## src/rtl/bus_msg_pkg.sv

```systemverilog
// ---------------------------------------------------------------------------
// bus_msg_pkg
// Shared definitions for the snooping-MSI bus controller.
//   - Bit positions of the flag, address and data fields of a bus message
//     (default layout: ADDR_W=3, DATA_W=4, BUS_W=13).
//   - FSM state encoding of the controller.
// ---------------------------------------------------------------------------
package bus_msg_pkg;

    // Flag bits of a bus message
    localparam int BIT_WB    = 12;
    localparam int BIT_ABORT = 11;
    localparam int BIT_VALID = 10;
    localparam int BIT_RM    = 9;
    localparam int BIT_WM    = 8;
    localparam int BIT_INV   = 7;

    // Field base positions
    localparam int ADDR_LSB  = 4;
    localparam int DATA_LSB  = 0;

    // Width of the {read_miss, write_miss, invalidate} op field
    localparam int OP_W      = 3;

    typedef enum logic [1:0] {
        IDLE  = 2'd0,
        SNOOP = 2'd1,
        REPLY = 2'd2
    } state_e;

endpackage

```

## src/rtl/rr_arbiter.sv

```systemverilog
// ---------------------------------------------------------------------------
// rr_arbiter
// Combinational round-robin pick: returns the first set bit of pending_i at
// or after ptr_i, wrapping modulo NUM_CPUS. The pointer register lives in the
// caller.
//   pending_i  in   NUM_CPUS          one bit per node with a request waiting
//   ptr_i      in   $clog2(NUM_CPUS)  highest-priority index this round
//   grant_o    out  $clog2(NUM_CPUS)  selected node index (0 when none)
//   valid_o    out  1                 a node was selected
// ---------------------------------------------------------------------------
module rr_arbiter #(
    parameter int NUM_CPUS = 2
) (
    input  logic [NUM_CPUS-1:0]         pending_i,
    input  logic [$clog2(NUM_CPUS)-1:0] ptr_i,
    output logic [$clog2(NUM_CPUS)-1:0] grant_o,
    output logic                        valid_o
);

    localparam int ID_W = $clog2(NUM_CPUS);

    function automatic int wrap_idx(input int base, input int off);
        int sum;
        sum = base + off;
        return (sum >= NUM_CPUS) ? sum - NUM_CPUS : sum;
    endfunction

    // Scan from the farthest offset down so the closest candidate to the
    // pointer is the last one assigned and therefore wins.
    always_comb begin
        // NOTE: every output gets a default before the loop so no path leaves
        // it unassigned, which would otherwise infer a latch.
        grant_o = '0;
        valid_o = 1'b0;
        for (int off = NUM_CPUS - 1; off >= 0; off--) begin
            if (pending_i[wrap_idx(int'(ptr_i), off)]) begin
                grant_o = ID_W'(wrap_idx(int'(ptr_i), off));
                valid_o = 1'b1;
            end
        end
    end

endmodule

```

## src/rtl/coherence_bus_controller.sv

```systemverilog
// ---------------------------------------------------------------------------
// coherence_bus_controller
// Shared-bus end of a snooping MSI protocol. Captures miss/invalidate
// requests from the cpu nodes, serves them round-robin, broadcasts the winner,
// samples one cycle of snoop responses, absorbs write-backs into main memory
// and returns the reply word that completes the requester's miss.
//   clock        in   1                 rising-edge clock
//   reset        in   1                 synchronous, active-high
//   cpu_bus_out  in   NUM_CPUS*BUS_W    bus_out of node i at [i*BUS_W +: BUS_W]
//   bus_in       out  BUS_W             registered broadcast to every node
//   grant_id     out  $clog2(NUM_CPUS)  node currently being served
//   busy         out  1                 high from grant until the reply edge
//   dbg_addr     in   ADDR_W            debug memory read address
//   dbg_data     out  DATA_W            combinational mem[dbg_addr]
// ---------------------------------------------------------------------------
module coherence_bus_controller
    import bus_msg_pkg::*;
#(
    parameter int NUM_CPUS = 2,
    parameter int ADDR_W   = 3,
    parameter int DATA_W   = 4,
    parameter int BUS_W    = 6 + ADDR_W + DATA_W
) (
    input  logic                        clock,
    input  logic                        reset,
    input  logic [NUM_CPUS*BUS_W-1:0]   cpu_bus_out,
    output logic [BUS_W-1:0]            bus_in,
    output logic [$clog2(NUM_CPUS)-1:0] grant_id,
    output logic                        busy,
    input  logic [ADDR_W-1:0]           dbg_addr,
    output logic [DATA_W-1:0]           dbg_data
);

    localparam int ID_W  = $clog2(NUM_CPUS);
    localparam int DEPTH = 2 ** ADDR_W;

    // ---------------- registers ----------------
    state_e              state_q;
    logic [BUS_W-1:0]    bus_in_q;
    logic [ID_W-1:0]     grant_q;
    logic                busy_q;
    logic [ID_W-1:0]     ptr_q;
    logic [NUM_CPUS-1:0] pending_q;
    logic [OP_W-1:0]     req_op_q   [NUM_CPUS];
    logic [ADDR_W-1:0]   req_addr_q [NUM_CPUS];
    logic [ADDR_W-1:0]   cur_addr_q;
    logic [DATA_W-1:0]   reply_data_q;
    logic [DATA_W-1:0]   mem_q      [DEPTH];

    // ---------------- next-state / combinational ----------------
    logic [NUM_CPUS-1:0] pending_d;
    logic [ID_W-1:0]     ptr_d;
    logic [BUS_W-1:0]    node_msg [NUM_CPUS];
    logic [NUM_CPUS-1:0] req_vec;
    logic [ID_W-1:0]     arb_grant;
    logic                arb_valid;
    logic [BUS_W-1:0]    bcast_msg;
    logic [BUS_W-1:0]    reply_msg;
    logic                sup_found;
    logic [DATA_W-1:0]   sup_data;

    // Split the flat input into per-node messages and flag fresh requests.
    for (genvar g = 0; g < NUM_CPUS; g++) begin : g_node
        assign node_msg[g] = cpu_bus_out[g*BUS_W +: BUS_W];
        assign req_vec[g]  = node_msg[g][BIT_VALID] & (|node_msg[g][BIT_RM:BIT_INV]);
    end

    rr_arbiter #(
        .NUM_CPUS (NUM_CPUS)
    ) u_arb (
        .pending_i (pending_q),
        .ptr_i     (ptr_q),
        .grant_o   (arb_grant),
        .valid_o   (arb_valid)
    );

    // Clear the granted node's pending bit, then merge this cycle's requests.
    // The granted node is blocked awaiting its reply, so a fresh request can
    // never collide with the clear.
    always_comb begin
        // NOTE: blocking assignments here build combinational next-state values
        // in order; registered state below is only ever updated with <=.
        pending_d = pending_q;
        if (state_q == IDLE && arb_valid) begin
            pending_d[arb_grant] = 1'b0;
        end
        pending_d = pending_d | req_vec;
    end

    assign ptr_d = (arb_grant == ID_W'(NUM_CPUS - 1)) ? '0 : ID_W'(arb_grant + 1'b1);

    // Broadcast carries op and address with valid clear, so the requester
    // does not mistake it for its reply.
    always_comb begin
        bcast_msg                         = '0;
        bcast_msg[BIT_RM:BIT_INV]         = req_op_q[arb_grant];
        bcast_msg[ADDR_LSB +: ADDR_W]     = req_addr_q[arb_grant];
        reply_msg                         = '0;
        reply_msg[BIT_VALID]              = 1'b1;
        reply_msg[ADDR_LSB +: ADDR_W]     = cur_addr_q;
        reply_msg[DATA_LSB +: DATA_W]     = reply_data_q;
    end

    // Supplier: lowest-index non-requester flushing the granted block.
    // Iterating downward lets the lowest index overwrite higher ones.
    always_comb begin
        sup_found = 1'b0;
        sup_data  = '0;
        for (int i = NUM_CPUS - 1; i >= 0; i--) begin
            if (ID_W'(i) != grant_q
                && node_msg[i][BIT_VALID]
                && (node_msg[i][BIT_WB] || node_msg[i][BIT_ABORT])
                && node_msg[i][ADDR_LSB +: ADDR_W] == cur_addr_q) begin
                sup_found = 1'b1;
                sup_data  = node_msg[i][DATA_LSB +: DATA_W];
            end
        end
    end

    // NOTE: request payload registers carry no reset; pending_q qualifies
    // them, and a stale payload is never read while its pending bit is clear.
    always_ff @(posedge clock) begin
        for (int i = 0; i < NUM_CPUS; i++) begin
            if (req_vec[i]) begin
                req_op_q[i]   <= node_msg[i][BIT_RM:BIT_INV];
                req_addr_q[i] <= node_msg[i][ADDR_LSB +: ADDR_W];
            end
        end
    end

    // Transaction FSM, bus output register and main memory.
    always_ff @(posedge clock) begin
        if (reset) begin
            state_q      <= IDLE;
            bus_in_q     <= '0;
            grant_q      <= '0;
            busy_q       <= 1'b0;
            ptr_q        <= '0;
            pending_q    <= '0;
            cur_addr_q   <= '0;
            reply_data_q <= '0;
            // NOTE: main memory is deliberately reset to mem[k] = k so the
            // system starts from a known image; this rules out RAM macros.
            for (int k = 0; k < DEPTH; k++) begin
                mem_q[k] <= DATA_W'(k);
            end
        end else begin
            pending_q <= pending_d;
            case (state_q)
                IDLE: begin
                    bus_in_q <= '0;
                    if (arb_valid) begin
                        grant_q    <= arb_grant;
                        busy_q     <= 1'b1;
                        cur_addr_q <= req_addr_q[arb_grant];
                        bus_in_q   <= bcast_msg;
                        ptr_q      <= ptr_d;
                        state_q    <= SNOOP;
                    end
                end
                SNOOP: begin
                    bus_in_q <= '0;
                    if (sup_found) begin
                        mem_q[cur_addr_q] <= sup_data;
                        reply_data_q      <= sup_data;
                    end else begin
                        reply_data_q      <= mem_q[cur_addr_q];
                    end
                    state_q <= REPLY;
                end
                REPLY: begin
                    bus_in_q <= reply_msg;
                    busy_q   <= 1'b0;
                    state_q  <= IDLE;
                end
                default: begin
                    bus_in_q <= '0;
                    busy_q   <= 1'b0;
                    state_q  <= IDLE;
                end
            endcase
        end
    end

    assign bus_in   = bus_in_q;
    assign grant_id = grant_q;
    assign busy     = busy_q;
    assign dbg_data = mem_q[dbg_addr];

endmodule

```

## config.mk

```make
export PLATFORM = sky130hd
export DESIGN_NAME = coherence_bus_controller
export DESIGN_NICKNAME = d
export VERILOG_FILES = /design/src/rtl/bus_msg_pkg.sv /design/src/rtl/rr_arbiter.sv /design/src/rtl/coherence_bus_controller.sv
export SDC_FILE = /design/constraint.sdc
export NUM_CORES = 1
export LEC_CHECK = 0
export CAP_MARGIN = 25
export CORE_MARGIN = 2
export CORE_UTILIZATION = 58
export CTS_CLUSTER_DIAMETER = 100
export DETAILED_ROUTE_END_ITERATION = 7
export GPL_TIMING_DRIVEN = 0
export HOLD_SLACK_MARGIN = 0.08
export PLACE_DENSITY = 0.95
export SLEW_MARGIN = 20
export SYNTH_ARGS = -nofsm -noshare
export SYNTH_HDL_FRONTEND = slang
export SYNTH_SLANG_ARGS = --single-unit
```

## constraint.sdc

```tcl
create_clock -name clock -period 7.8 [get_ports clock]
set_input_delay 2.34 -clock clock [delete_from_list [all_inputs] [get_ports clock]]
set_output_delay 2.34 -clock clock [all_outputs]
set_load 0.005 [all_outputs]
```

== Word-level counts from Yosys, hierarchy flattened ==
Memory sizes are Yosys's and may differ from the RTL's. A register that Yosys moved wholly into a read port is not among the register bits.
Cells that the tools add are included.
Cells by class
  add/sub/neg operators: 4
  order comparisons: 6
  equality and inequality tests: 5
  muxes and demuxes: 39
  bitwise operators: 7
  reductions and logical operators: 16
Operator list (number)
  $lt A32 B3 Y1 const B: 2
  $mux W32: 2
  $mux W1: 26
  $pmux W13 S2: 1
  $mux W4: 3
  $mux W10: 1
  $logic_and A1 B1 Y1: 8
  $eq A3 B3 Y1: 2
  $reduce_or A3 Y1: 2
  $mux W2: 2
  $pmux W2 S2: 1
  $reduce_and A2 Y1: 2
  $reduce_or A4 Y1: 1
  $mux W3: 1
  $sub A1 B2 Y3 const B: 1
  $sub A2 B2 Y3 const B: 1
  $add A1 B1 Y2 const B: 1
  $and A1 B1 Y1: 2
  $and A2 B2 Y2: 1
  $eq A2 B1 Y1 const B: 1
  $eq A2 B2 Y1 const B: 1
  $ge A1 B2 Y1 const B: 1
  $ge A2 B2 Y1 const B: 1
  $logic_not A2 Y1: 1
  10 further kinds: 12
Storage, ports and cells
  register bits: 23
  bits in writable memories: 44
  input port bits: 31
  output and inout port bits: 19
  word-level logic and storage cells: 87
  memories: 3
Memory list
  mem_q: words 8, bits a word 4, rd ports 2, clocked after memory_dff 1, write ports 8, line coherence_bus_controller.sv:48  | logic [DATA_W-1:0] mem_q [DEPTH];
  req_addr_q: words 2, bits a word 3, rd ports 1, clocked after memory_dff 0, write ports 2, line coherence_bus_controller.sv:45  | logic [ADDR_W-1:0] req_addr_q [NUM_CPUS];
  req_op_q: words 2, bits a word 3, rd ports 1, clocked after memory_dff 0, write ports 2, line coherence_bus_controller.sv:44  | logic [OP_W-1:0] req_op_q [NUM_CPUS];

== Longest topological paths before layout ==
Gate-level depths: netlist (run 1).
  depth after elaboration: 16
  depth in mapped cells: 7
  gate-level depth less buffers: 5

== By module ==
A second synthesis (run 1) with hierarchy kept.
Second synthesis, totals
  cells, all modules: 252
  area total of the unflattened synthesis: 3283.1 um2
By module, submodules not included
  coherence_bus_controller: times used 1, cells each 249, area each 3265.6 um2, sequential area each 1821.7 um2
  rr_arbiter: times used 1, cells each 3, area each 17.5 um2, sequential area each 0.0 um2

== Least setup slack after synthesis (run 1) ==
Ideal clock, no wire load.
  path kind: input -> output
  start point: in dbg_addr[0]
  end point: out dbg_data[0]
  data arrival time: 3.354 ns
  data required time: 5.460 ns
  slack: 2.106 ns
  stages: 3
  path buffers: 1
  cells stage by stage: buf_2 -> mux4_2 -> mux2_2
Between the ends
  word-level cells in the longest chain between the ends: 1
Ends and longest elaborated chain
  start: declaration: line coherence_bus_controller.sv:30  | input logic [ADDR_W-1:0] dbg_addr,
  $mem_v2 Z8 W4
  end: declaration: line coherence_bus_controller.sv:31  | output logic [DATA_W-1:0] dbg_data
Every way passes these cells.

== Worst setup path in the final report (run 1) ==
Ends and elaborated chain as after synthesis.

==> key figures, run 1 <==
Synth
  • Yosys top cell area share: 0.4065
  • Adder-cell area share of the yosys netlist: 0
  • Cells after Synth: 256
  • EDFF count, synth: 44
  • Largest family of logic cells by synthesized area: simple AND/OR/NAND/NOR gates
  • Xor and xnor area share after synthesis: 0.01617
  • Ranking of synthesized cells by area: edfxtp_1 41%, dfxtp_1 15%, mux4_2 11%
  • Avg Cell Area, Syn: 12.70 um2
  • Simple-gate area share of the yosys netlist: 0.1717
  • Compound-Gate Fraction of Synth Area: 0.06313
  • Ys flop type: edfxtp_1
  • Top cell type by total area after synthesis: edfxtp_1
  • Synth Cell Area: 3251 um2
  • Multiplexer share of the synthesized area: 0.1570
  • Total of flip-flops plus latches after synthesis: slightly below 70
  • Post-synthesis sequential area ratio: 0.5604
  • Ys async rst share: 0
  • Ys Warns: 0
  • Netlist cell types: 35

Clock tree
  • CTS tree: done
  • Clock Sinks: 69
  • Root buffer cell: clkbuf_8
  • Num CTS Buffers: 9
  • Worst-case clock buffer depth: 2
  • Clk slew on worst S/H paths: 60 ps
  • Clock Latency Late Sink: 350 ps
  • Post-CTS Hold Fix Bufs: 0
  • Setup bufs post-CTS: 0
  • H-tree depth: 3
  • Post-CTS Resized: 0

Critical path
  • Critical path cell sequence: buf_2 > mux4_2 > mux2_2 > clkdlybuf4s50_1
  • Type of destination of the critical path: output pin
  • R2r endpoint: mem_q[6][2]$_SDFFCE_PN1P_
  • Crit-path max cell delay: about 570 ps
  • Startpoint Class: primary input
  • Crit path max-delay family: multiplexers
  • Kind of critical path: primary input to output pin
  • Reg-to-reg startpoint: cur_addr_q[0]$_SDFFE_PP0N_
  • Slowest stage cell, crit path: mux4_2
  • CP bufs+invs: 2
  • Crit Path Max Fanout: 8
  • Worst Path Arrival: a little under 4000 ps
  • CP startpoint: dbg_addr[0]
  • Flop-to-flop setup slack: 5390 ps
  • CP required: 5460 ps
  • Register-to-Register Path Depth: 6

Layout
  • Layout net count: 343
  • FILL cells: 343
  • Cell area after layout: 3941 um2
  • Area growth syn-to-layout: 21.25%
  • Share of cells above drive strength 1: 0.1798
  • Multi-input logic area: 1334 um2
  • Post-Route Utilization: 0.7202
  • N_diodes: 0
  • Register area: around 1800 um2

Power
  • Int Pwr: 572.4 uW
  • Comb power frac: 0.149
  • Psw: 195.7 uW
  • Switching share of power: 0.2548
  • Pwr Total: 768.1 uW
  • Peak supply drop: 0.1153 mV
  • Sequential share of power: 0.540
  • Total power per unit cell area: just under 200 nW/um2
  • Clock share of power: 0.311
  • Leak pwr: roughly 0.0013 uW

GRT
  • Total gr overflow: 0
  • Initial antenna violation count: 0
  • First-pass GRT wire length: 11.96 mm
  • Total track usage: 0.2634
  • Largest net degree at the start of global routing: 12
  • Vias in the first global route: 2,360

Timing
  • Final min period: between 6000 and 7000 ps
  • # setup viols final: 0
  • Final max-slew violation count: 0
  • Final setup margin: about 1600 ps
  • Total negative setup slack: 0 ps
  • Slew @ Worst Pin: roughly 1000 ps
  • Final Cycle Share: 0.8009
  • Final Hold Fails: 0
  • Setup Skew: about 8.0 ps
  • RSZ-0062 raised after global routing: no
  • Slew margin rel.: 0.3319
  • FMAX: 0.1601 GHz

Routing
  • Wirelength per Cell: 19.24 um
  • DRC violations left: 0
  • Routed length on met2: about 3.9 mm
  • Met3 wire length: 632 um
  • Initial DRC count: a little over 200
  • Routed Antenna Nets: 0
  • Total wire length: 7.485 mm
  • Via count: 2,368
  • M1 WL: 2.833 mm
  • DR top layer: met4
  • Vias per cell: 6.087
  • First-pass iteration count of the detailed router: 5

Run status
  • Outcome: finished, final reports clean

Placed design
  • Placed inst area: 3785 um2
  • Port bufs: 44
  • Gpl congestion: 0.8811
  • Dpl hpwl: ~5.5 mm
  • Dpl ws: ~1500 ps

Hold path
  • Worst hold start: reply_data_q[3]$_SDFFE_PP0N_
  • Hold Path Depth: 1
  • Hold Crit Endpoint: bus_in[3]$_SDFF_PP0_
  • Hold crit path type: register to register

Run
  • Max Cap Viol: 0

Die
  • Die area: 6220 um2
  • Initial Util: 0.5940
  • Die width: 78.87 um
  • Row cnt: 27
  • Die Ht: between 70 and 80 um
  • Core Area: 5473 um2
  • I/O pins: 50
kinds of logic after synthesis:
logic type | after synthesis
buffers and inverters | 20
flip-flops | 69
XOR/XNOR | 6
multiplexers | 30
AO/OA/AOI/OAI | 28
other | 1
AND/OR/NAND/NOR | 102
sequential cells by signal, indices dropped and copies added (netlist names):
| signal | flops |
|---|---|
| req_op_q | 6 |
| bus_in | 11 |
| mem_q | 32 |
| req_addr_q | 6 |
| state_q | 2 |
| cur_addr_q | 3 |
| busy | 1 |
| grant_id | 1 |
| pending_q | 2 |
| ptr_q | 1 |
| reply_data_q | 4 |
metrics by stage:
| step | std cells | hold WS (ps) |
|---|---|---|
| floorplan | 257 | 452.4 |
| global route | 389 | 487.7 |
| detailed placement | 373 | 465.7 |
| global placement | 373 | 457.1 |
| CTS | 389 | 479.4 |
| finish | 389 | 478.7 |
power groups by stage:
| stage | combinational (uW) | sequential, uW | clock, uW |
|---|---|---|---|
| floorplan | 69.8 | 419 | 0 |
| global placement | 109 | 421 | 0 |
| detailed placement | 113 | 422 | 0 |
| CTS | 114 | 414 | 241 |
| global route | 123 | 416 | 251 |
| finish | 115 | 415 | 239 |
placed cells by master (no fill, tap or decap), types with 4 or more instances in the layout:
cell type / synthesis / layout
a21oi_1: 10 / 10
nor3_1: 4 / 4
and3_1: 4 / 4
nand2_1: 17 / 17
clkdlybuf4s50_1: 0 / 44
nor2_1: 25 / 25
a41oi_1: 4 / 4
nand2b_1: 16 / 16
inv_1: 4 / 4
a22oi_1: 4 / 4
nand4_1: 6 / 6
clkinv_1: 0 / 4
clkbuf_1: 8 / 8
edfxtp_1: 44 / 44
clkbuf_8: 0 / 9
mux2i_1: 6 / 6
mux4_2: 16 / 16
buf_2: 4 / 4
dfxtp_1: 25 / 25
nand3_1: 12 / 12
nor2b_1: 8 / 8
mux2_2: 8 / 8
or2_2: 6 / 6
synth_stat cells, types with 8 or more instances:
cell      count
nand2_1      17
edfxtp_1     44
a21oi_1      10
nor2b_1       8
nor2_1       25
dfxtp_1      25
nand2b_1     16
mux2_2        8
mux4_2       16
nand3_1      12
clkbuf_1      8
layer usage:
layer	global-route usage	vias to the layer above
met5	0	-
met4	0.1138	0
met3	0.07273	22
met2	0.4376	148
met1	0.3258	1138
li1	-	1060
how the worst max path moves through the flow:
stage | to | slack, ps | cells after the start
after detailed placement | dbg_data[0] | 1550 | 4
final | dbg_data[0] | 1550 | 4
after global routing | dbg_data[0] | 1500 | 4
after floorplan | dbg_data[0] | 2110 | 3
after global placement | dbg_data[2] | 1580 | 4
after CTS | dbg_data[0] | 1540 | 4
worst register-to-register path: cells and delay by family (launching register included):
kind / cells / cell delay (ps)
buffers and inverters: 1 / 180
xor gates and xnor gates: 1 / 140
and+or+nand+nor: 2 / 390
DFF: 1 / 320
AOI/OAI and AO/OA: 2 / 1090
area by class of cell:
cell class | instances | area share
Sequential cell | 69 | 0.4622
Multi-Input combinational cell | 168 | 0.3384
Timing Repair Buffer | 44 | 0.1117
Clock buffer | 9 | 0.03143
Tap cell | 72 | 0.02286
Buffer | 16 | 0.02127
Clock inverter | 7 | 0.008254
Inverter | 4 | 0.003810
No activity file was read; power rests on OpenSTA's default activity.
==> run 2, diff against run 1 <==
Settings changed: CORE_UTILIZATION 58 to 54, PLACE_DENSITY 0.95 to 0.91.
Clock period 7.8 ns to 6.1 ns, I/O delays scaled along.
==> key figures, run 2 (synthesis gave the netlist of run 1 again) <==
Routing
  • Wirelength per Cell: 19.74 um (+2.6%)
  • Vias per cell: 6.097 (+0.16%)
  • Total wire length: 7.737 mm (+3.4%)
  • Initial DRC count: 275 (+33%)
  • Via count: 2,390 (+0.93%)
  • DRC violations left: 0 (unchanged)
  • First-pass iteration count of the detailed router: 5 (unchanged)
  • Routed Antenna Nets: 0 (unchanged)

Run
  • Max Cap Viol: 0 (unchanged)

Critical path
  • Crit-path max cell delay: 590 ps (+20 ps)
  • Type of destination of the critical path: output pin
  • Worst Path Arrival: 3450 ps (-460 ps)
  • Flop-to-flop setup slack: 3690 ps (-1700 ps)
  • Register-to-Register Path Depth: 6 (unchanged)
  • Critical path depth: 4 (unchanged)
  • Startpoint Class: primary input
  • CP required: 4270 ps (-1190 ps)
  • Critical path cell sequence: buf_2 > mux4_2 > mux2_2 > clkdlybuf4s50_1
  • CP bufs+invs: 2 (unchanged)
  • Slowest stage cell, crit path: mux4_2
  • Kind of critical path: primary input to output pin
  • Crit path max-delay family: multiplexers
  • Crit Path Max Fanout: 8 (unchanged)

Timing
  • Worst Hold Slack: 477.6 ps (-1.146 ps)
  • RSZ-0062 raised after global routing: no
  • Final max-slew violation count: 0 (unchanged)
  • Slew @ Worst Pin: 996.9 ps (-5.310 ps)
  • Setup Skew: 9.460 ps (+1.458 ps)
  • Final Cycle Share: 0.8661
  • Final Hold Fails: 0 (unchanged)
  • Slew margin rel.: 0.3354 (+0.003540)
  • Final min period: around 5300 ps
  • Total negative setup slack: 0 ps (unchanged)
  • FMAX: 0.1893 GHz
  • # setup viols final: 0 (unchanged)

Layout
  • Finished Layout Cells: 392 (+0.77%)
  • Biggest register: mem_q
  • Most frequent cells in the layout: 44 x clkdlybuf4s50_1, 44 x edfxtp_1, 25 x nor2_1, 25 x dfxtp_1, 17 x nand2_1
  • Max FFs per register: 32 (unchanged)
  • Share of cells above drive strength 1: 0.1893 (+0.009464)
  • Area growth syn-to-layout: 22.13%
  • Layout net count: 343 (unchanged)
  • N_diodes: 0 (unchanged)

Run status
  • Outcome: finished, final reports clean

Die
  • Die Ht: 81.59 um (+3.4%)
  • I/O pins: 50 (unchanged)
  • Die area: 6656 um2 (+7.0%)
  • Die width: 81.59 um (+3.4%)
  • Initial Util: 0.5523 (-0.04167)
  • Core Area: 5886 um2 (+7.5%)
  • Row cnt: 28 (+3.7%)

GRT
  • Total track usage: 0.2584 (-0.004948)
  • Initial antenna violation count: 0 (unchanged)
  • Largest net degree at the start of global routing: 13 (+1)
  • Total gr overflow: 0 (unchanged)
  • Vias in the first global route: 2,424 (+2.7%)
  • First-pass GRT wire length: 12.19 mm (+1.9%)

Clock tree
  • Clock Latency Late Sink: 360 ps (about the same)
  • Root buffer cell: clkbuf_8
  • Post-CTS Hold Fix Bufs: 0 (unchanged)
  • Num CTS Buffers: 9 (unchanged)
  • H-tree depth: 3 (unchanged)
  • CTS tree: done
  • Worst-case clock buffer depth: 2 (unchanged)
  • Clk slew on worst S/H paths: 70 ps (about the same)
  • Post-CTS Resized: 0 (unchanged)
  • Clock Sinks: 69 (unchanged)
  • Setup bufs post-CTS: 0 (unchanged)

Hold path
  • Hold crit path type: register to register
  • Hold Path Depth: 2 (+1)

Power
  • Leak pwr: 0.001336 uW (+1.5%)
  • Peak supply drop: 0.1408 mV (+22%)
  • Total power per unit cell area: 257.8 nW/um2 (+32%)
  • Pwr Total: 1023 uW (+33%)

Placed design
  • Dpl cells: 376 (+0.80%)
  • Gpl congestion: 0.9036 (+2.6%)
  • Port bufs: 44 (unchanged)
  • Dpl hpwl: 5.653 mm (+2.5%)
[run 2: worst min-delay path: stages (launching register included)]
cell      delay, ps
dfxtp_1         310
nand2b_1         60
a21oi_1          60
[run 2: area by class of cell]
class                   instances  area, um2
flip-flops and latches         69       1822
repair buffers                 44      440.4
clock inverters                 4      21.27
fillers                       391       1916
well taps                      75      93.84
inverters                       4      15.01
clock buffers                  12      160.2
multi-input cells             168       1334
plain buffers                  16      83.83
[run 2: through the flow]
step / util / instance area (um2) / worst slack [ps]
after floorplan: - / 3254 / 1426
after global placement: 0.6437 / 3789 / 894.3
after detailed placement: 0.6437 / 3789 / 816.9
after CTS: 0.6745 / 3970 / 816.9
after global routing: 0.6745 / 3970 / 768.1
final: 0.6745 / 3970 / 817.0
[run 2: per-layer routing]
layer / routed length, um / GRT usage / vias to the layer above / part of all wire
li1: - / - / 1059 / -
met1: 2928 / 0.3125 / 1153 / 0.38
met2: 3877 / 0.4205 / 146 / 0.50
met3: 670 / 0.08022 / 32 / 0.087
met4: 261 / 0.1283 / 0 / 0.034
met5: 0 / 0 / - / 0
[run 2: report_power, final]
group | internal, uW | switching, uW | total, uW | leakage, uW
Clock | 175 | 171 | 346 | 0.0000990
Combinational | 73.2 | 73.5 | 147 | 0.000629
Sequential | 519 | 12.1 | 531 | 0.000608
Total | 767 | 257 | 1020 | 0.00134
[run 2: final timing paths]
| check | startpoint | to |
|---|---|---|
| worst max-delay path | dbg_addr[0] | dbg_data[1] |
| worst min-delay path | busy$_SDFFE_PP0P_ | busy$_SDFFE_PP0P_ |
| worst min register to register | busy$_SDFFE_PP0P_ | busy$_SDFFE_PP0P_ |
| worst max register to register | cur_addr_q[0]$_SDFFE_PP0N_ | mem_q[7][0]$_SDFFCE_PN1P_ |
==> run 3, diff against run 2 <==
Settings changed: CORE_UTILIZATION 54 to 45, GPL_TIMING_DRIVEN 0 to not set, PLACE_DENSITY 0.91 to 0.8, SLEW_MARGIN 20 to not set.
==> key figures, run 3 (synthesis gave the netlist of run 1 again) <==
Critical path
  • Kind of critical path: primary input to output pin
  • CP startpoint: dbg_addr[0]
  • Worst Path Arrival: 3930 ps (+480 ps)
  • CP required: 4270 ps (about the same)
  • Type of destination of the critical path: output pin
  • Crit Path Max Fanout: 8 (unchanged)
  • Reg-to-reg startpoint: cur_addr_q[0]$_SDFFE_PP0N_
  • Startpoint Class: primary input

Clock tree
  • Clock Sinks: 69 (unchanged)
  • Setup bufs post-CTS: 0 (unchanged)
  • Clk slew on worst S/H paths: 70 ps (about the same)
  • Post-CTS Hold Fix Bufs: 0 (unchanged)
  • Root buffer cell: clkbuf_8
  • H-tree depth: 3 (unchanged)
  • Worst-case clock buffer depth: 2 (unchanged)
  • Num CTS Buffers: 9 (unchanged)
  • Post-CTS Resized: 0 (unchanged)
  • Clock Latency Late Sink: 350 ps (about the same)
  • CTS tree: done

Timing
  • Final Cycle Share: 0.9445 (+0.07843)
  • # setup viols final: 0 (unchanged)
  • Total negative setup slack: 0 ps (unchanged)
  • Final Hold Fails: 0 (unchanged)
  • Slew margin rel.: 0.3453 (+0.009875)
  • Worst Hold Slack: 483.4 ps (+5.807 ps)
  • Final setup margin: 338.6 ps (-478.4 ps)
  • Setup Skew: 8.892 ps (-0.5680 ps)
  • Final max-slew violation count: 0 (unchanged)
  • RSZ-0062 raised after global routing: no
  • Final min period: 5761 ps (+478.4 ps)
  • FMAX: 0.1736 GHz (-8.3%)
  • Slew @ Worst Pin: 982.1 ps (-14.81 ps)

Die
  • Row cnt: 30 (+7.1%)
  • Core Area: 6907 um2 (+17%)
  • Initial Util: 0.4707 (-0.08164)
  • I/O pins: 50 (unchanged)
  • Die width: 88.99 um (+9.1%)
  • Die Ht: 88.99 um (+9.1%)
  • Die area: 7919 um2 (+19%)

GRT
  • Initial antenna violation count: 0 (unchanged)
  • Largest net degree at the start of global routing: 29 (+16)
  • Vias in the first global route: 2,177 (-10%)
  • Total track usage: 0.1969 (-0.06153)
  • Total gr overflow: 0 (unchanged)
  • First-pass GRT wire length: 11.30 mm (-7.3%)

Routing
  • Routed Antenna Nets: 0 (unchanged)
  • Wirelength per Cell: 17.95 um (-9.1%)
  • Total wire length: 7.215 mm (-6.7%)
  • Via count: 2,253 (-5.7%)
  • Vias per cell: 5.604 (-8.1%)
  • DRC violations left: 0 (unchanged)
  • Initial DRC count: 216 (-21%)
  • First-pass iteration count of the detailed router: 4 (-1)

Placed design
  • Dpl hpwl: 5.370 mm (-5.0%)
  • Dpl ws: 320.3 ps (-496.5 ps)
  • Port bufs: 47 (+6.8%)
  • Placed inst area: 3776 um2 (-0.33%)
  • Gpl congestion: 0.8547 (-5.4%)

Hold path
  • Hold crit path type: register to register
  • Worst hold start: reply_data_q[3]$_SDFFE_PP0N_

Layout
  • Area growth syn-to-layout: 23.25%
  • N_diodes: 0 (unchanged)
  • Share of cells above drive strength 1: 0.1699 (-0.01934)
  • Max FFs per register: 32 (unchanged)
  • Most common cell after layout, fill and taps aside: clkdlybuf4s50_1
  • Multi-input logic area: 1334 um2 (unchanged)
  • Post-Route Utilization: 0.5801 (-0.09446)
  • FILL cells: 566 (+45%)
  • Register area: 1822 um2 (unchanged)
  • Most frequent cells in the layout: 47 x clkdlybuf4s50_1, 44 x edfxtp_1, 25 x nor2_1, 25 x dfxtp_1, 17 x nand2_1
  • Cell area after layout: 4006 um2 (+0.91%)
  • Layout net count: 332 (-3.2%)
  • Biggest register: mem_q

Run
  • Max Cap Viol: 0 (unchanged)

Power
  • Peak supply drop: 0.1226 mV (-13%)
  • Leak pwr: 0.001322 uW (-1.1%)
  • Total power per unit cell area: 276.1 nW/um2 (+7.1%)

Run status
  • Outcome: finished, final reports clean
[run 3: cell count changes in the layout (fill, tap and decap cells not counted)]
cell,change
buf_2,-4
buf_4,-1
buf_6,-1
bufinv_16,+3
clkbuf_1,-7
clkbuf_16,-1
clkbuf_4,-1
clkdlybuf4s50_1,+3
clkinv_1,+1
clkinv_2,-2
inv_4,-1
[run 3: layout make-up]
class | count | area share
Tap cell | 96 | 0.02998
Clock buffer | 11 | 0.03279
Sequential cell | 69 | 0.4547
Inverter | 4 | 0.003748
Multi-Input combinational cell | 168 | 0.3329
Clock inverter | 5 | 0.02467
Timing Repair Buffer | 49 | 0.1212
[run 3: worst paths after layout]
check / slack, ps / cells after the start / endpoint
max: 340 / 4 / dbg_data[1]
min: 480 / 1 / bus_in[3]$_SDFF_PP0_
max reg2reg: 3240 / 5 / mem_q[1][0]$_SDFFCE_PN1P_
min reg2reg: 480 / 1 / bus_in[3]$_SDFF_PP0_
[run 3: critical path, stage by stage]
cell and delay, ps:
clkdlybuf4s50_1 780, mux4_2 570, mux2_2 280, clkdlybuf4s50_1 470
[run 3: power by group]
part / leakage [uW] / internal, uW / total, uW / switching, uW
combinational: 0.000598 / 70.8 / 128 / 57.5
sequential: 0.000608 / 519 / 541 / 22.3
clock: 0.000115 / 270 / 437 / 167
total: 0.00132 / 859 / 1110 / 247
[run 3: per-stage QoR]
step,cells,total power (uW)
finish,402,1106
global route,402,1138
CTS,402,1106
detailed placement,386,678.7
global placement,386,674.9
floorplan,257,625.6
[run 3: routing by layer]
layer  up-vias  wire, um  GRT usage
met3        20       481    0.04524
met2       103      3523     0.3094
met4         0       199    0.08684
met5         -         0          0
met1      1093      3011     0.2637
li1       1037         -          -
==> variant, RTL diff (settings of run 3) <==
The parameter `ADDR_W` goes from 3 to 5. Comments in the files are not updated.
--- a/src/rtl/coherence_bus_controller.sv
+++ b/src/rtl/coherence_bus_controller.sv
@@ -17,7 +17,7 @@
     import bus_msg_pkg::*;
 #(
     parameter int NUM_CPUS = 2,
-    parameter int ADDR_W   = 3,
+    parameter int ADDR_W   = 5,
     parameter int DATA_W   = 4,
     parameter int BUS_W    = 6 + ADDR_W + DATA_W
 ) (
Interface: changed (resized bus_in, cpu_bus_out and dbg_addr); port bits go from 50 to 58. The function was not compared with the original's and may differ.
==> variant against run 3 <==
- total power increased by 140%
- sequential cell count increased by 98
- worst setup slack got worse by 0.27 ns
- count of clock-buffer cells in the layout increased by 9
- clock power increased by 140%
- wire length increased to 3.3 times the old value
- sequential power increased by 140%
- utilization decreased by 6.2 points
- final cell count increased by 150%
- final area increased to 2.5 times the old value
- synthesized area increased to 2.7 times the old value
- critical endpoint is now dbg_data[2]
==> variant: results (changes against run 3) <==
stage	metric	value	unit	change
drt	WL met2	11400	um	was 3520 um
placed_design	Placed Area	9430	sq um	was 3780 sq um
setup_path	worst reg2reg path endpoint	mem_q[9][0]		was mem_q[1][0]
clock_tree	root buffer cell	clkbuf_16		was clkbuf_8
placed_design	routability cong.	1.05		was 0.855
sta	Period minus WS final	6.03	ns	was 5.76 ns
drt	DRT met1 WL	9500	um	was 3010 um
logic_synthesis	EDFF count, synth	140		was 44
logic_synthesis	Synth area leaders	edfxtp_1 (48%), mux4_2 (10%), mux2i_1 (8.0%), dfxtp_1 (6.2%), nand3_1 (4.1%)		was edfxtp_1 (41%), dfxtp_1 (15%), mux4_2 (11%), nand2b_1 (3.1%), nor2_1 (2.9%)
placed_design	Port Buffers	49		was 47
sta	Setup Skew	0.00998	ns	was 0.00889 ns
placed_design	Post-DP HPWL	16200	um	was 5370 um
setup_path	CP max FO	32		was 8
clock_tree	worst-skew pair later-pin latency	0.44	ns	was 0.35 ns
power	VDD IR-drop max	0.000217	V	was 0.000123 V
global_route	overall routing resource usage	24.1	%	was 19.7%
global_route	vias in the first global route	6239		was 2177
setup_path	R2R depth	7		was 5
drt	Via density	6.50		was 5.60
logic_synthesis	count of different cell masters after synthesis	45		was 35
finish	Layout fillers	1638		was 566
outcome	status	finished clean		unchanged
placed_design	Cells after DPL	956		was 386
setup_path	crit path from	dbg_addr[1]		was dbg_addr[0]
setup_path	crit path DAT	4.20	ns	was 3.93 ns
finish	share of cells above drive strength 1	16.3	%	was 17.0%
drt	DRT Pass-1 Iters	6		was 4
setup_path	worst r2r src	cur_addr_q[0]		unchanged
[variant: cell count changes in the layout (fill, tap and decap cells not counted), moves of 19 or more]
cell / run 3 / this run
a21o_1: 0 / 32
clkbuf_16: 0 / 19
edfxtp_1: 44 / 140
mux2i_1: 6 / 70
mux4_2: 16 / 40
nand3_1: 12 / 72
nor3_1: 4 / 53
o22ai_1: 0 / 24
[variant: cell type report]
class | count | area share, %
well taps | 265 | 3.31
inverters | 3 | 0.112
clock buffers | 20 | 4.88
clock inverters | 12 | 0.974
repair buffers | 67 | 6.39
flip-flops and latches | 167 | 47.4
multi-input cells | 455 | 37.0
[variant: layer usage]
layer | GRT usage (%) | vias up
met5 | 0 | -
met3 | 5.36 | 53
met1 | 32.7 | 3162
li1 | - | 2747
met2 | 38.8 | 465
met4 | 7.64 | 0
[variant: power groups by stage]
stage,registers [mW],logic (mW),clock network (mW)
floorplan,1.30,0.231,0
global placement,1.33,0.300,0
detailed placement,1.33,0.304,0
CTS,1.31,0.306,1.07
global route,1.31,0.334,1.12
finish,1.31,0.314,1.06
[variant: logic make-up (layout without fill, tap and decap cells)]
logic type	count (synthesis)	in the layout	synth area share (%)
compound gates	97	97	7.58
flops	167	167	54.0
buf+inv	81	102	4.27
other cells	1	4	0.0427
simple gates	230	230	14.3
mux	114	114	18.7
xor+xnor	10	10	1.08
[variant: how the worst min path moves through the flow]
| stage | startpoint | end | slack (ns) | depth (start not counted) |
|---|---|---|---|---|
| floorplan | reply_data_q[3] | reply_data_q[3] | 0.44 | 1 |
| global placement | busy | busy | 0.46 | 2 |
| detailed placement | reply_data_q[2] | reply_data_q[2] | 0.46 | 1 |
| CTS | busy | busy | 0.48 | 2 |
| global route | reply_data_q[1] | reply_data_q[1] | 0.49 | 1 |
| finish | busy | busy | 0.47 | 2 |
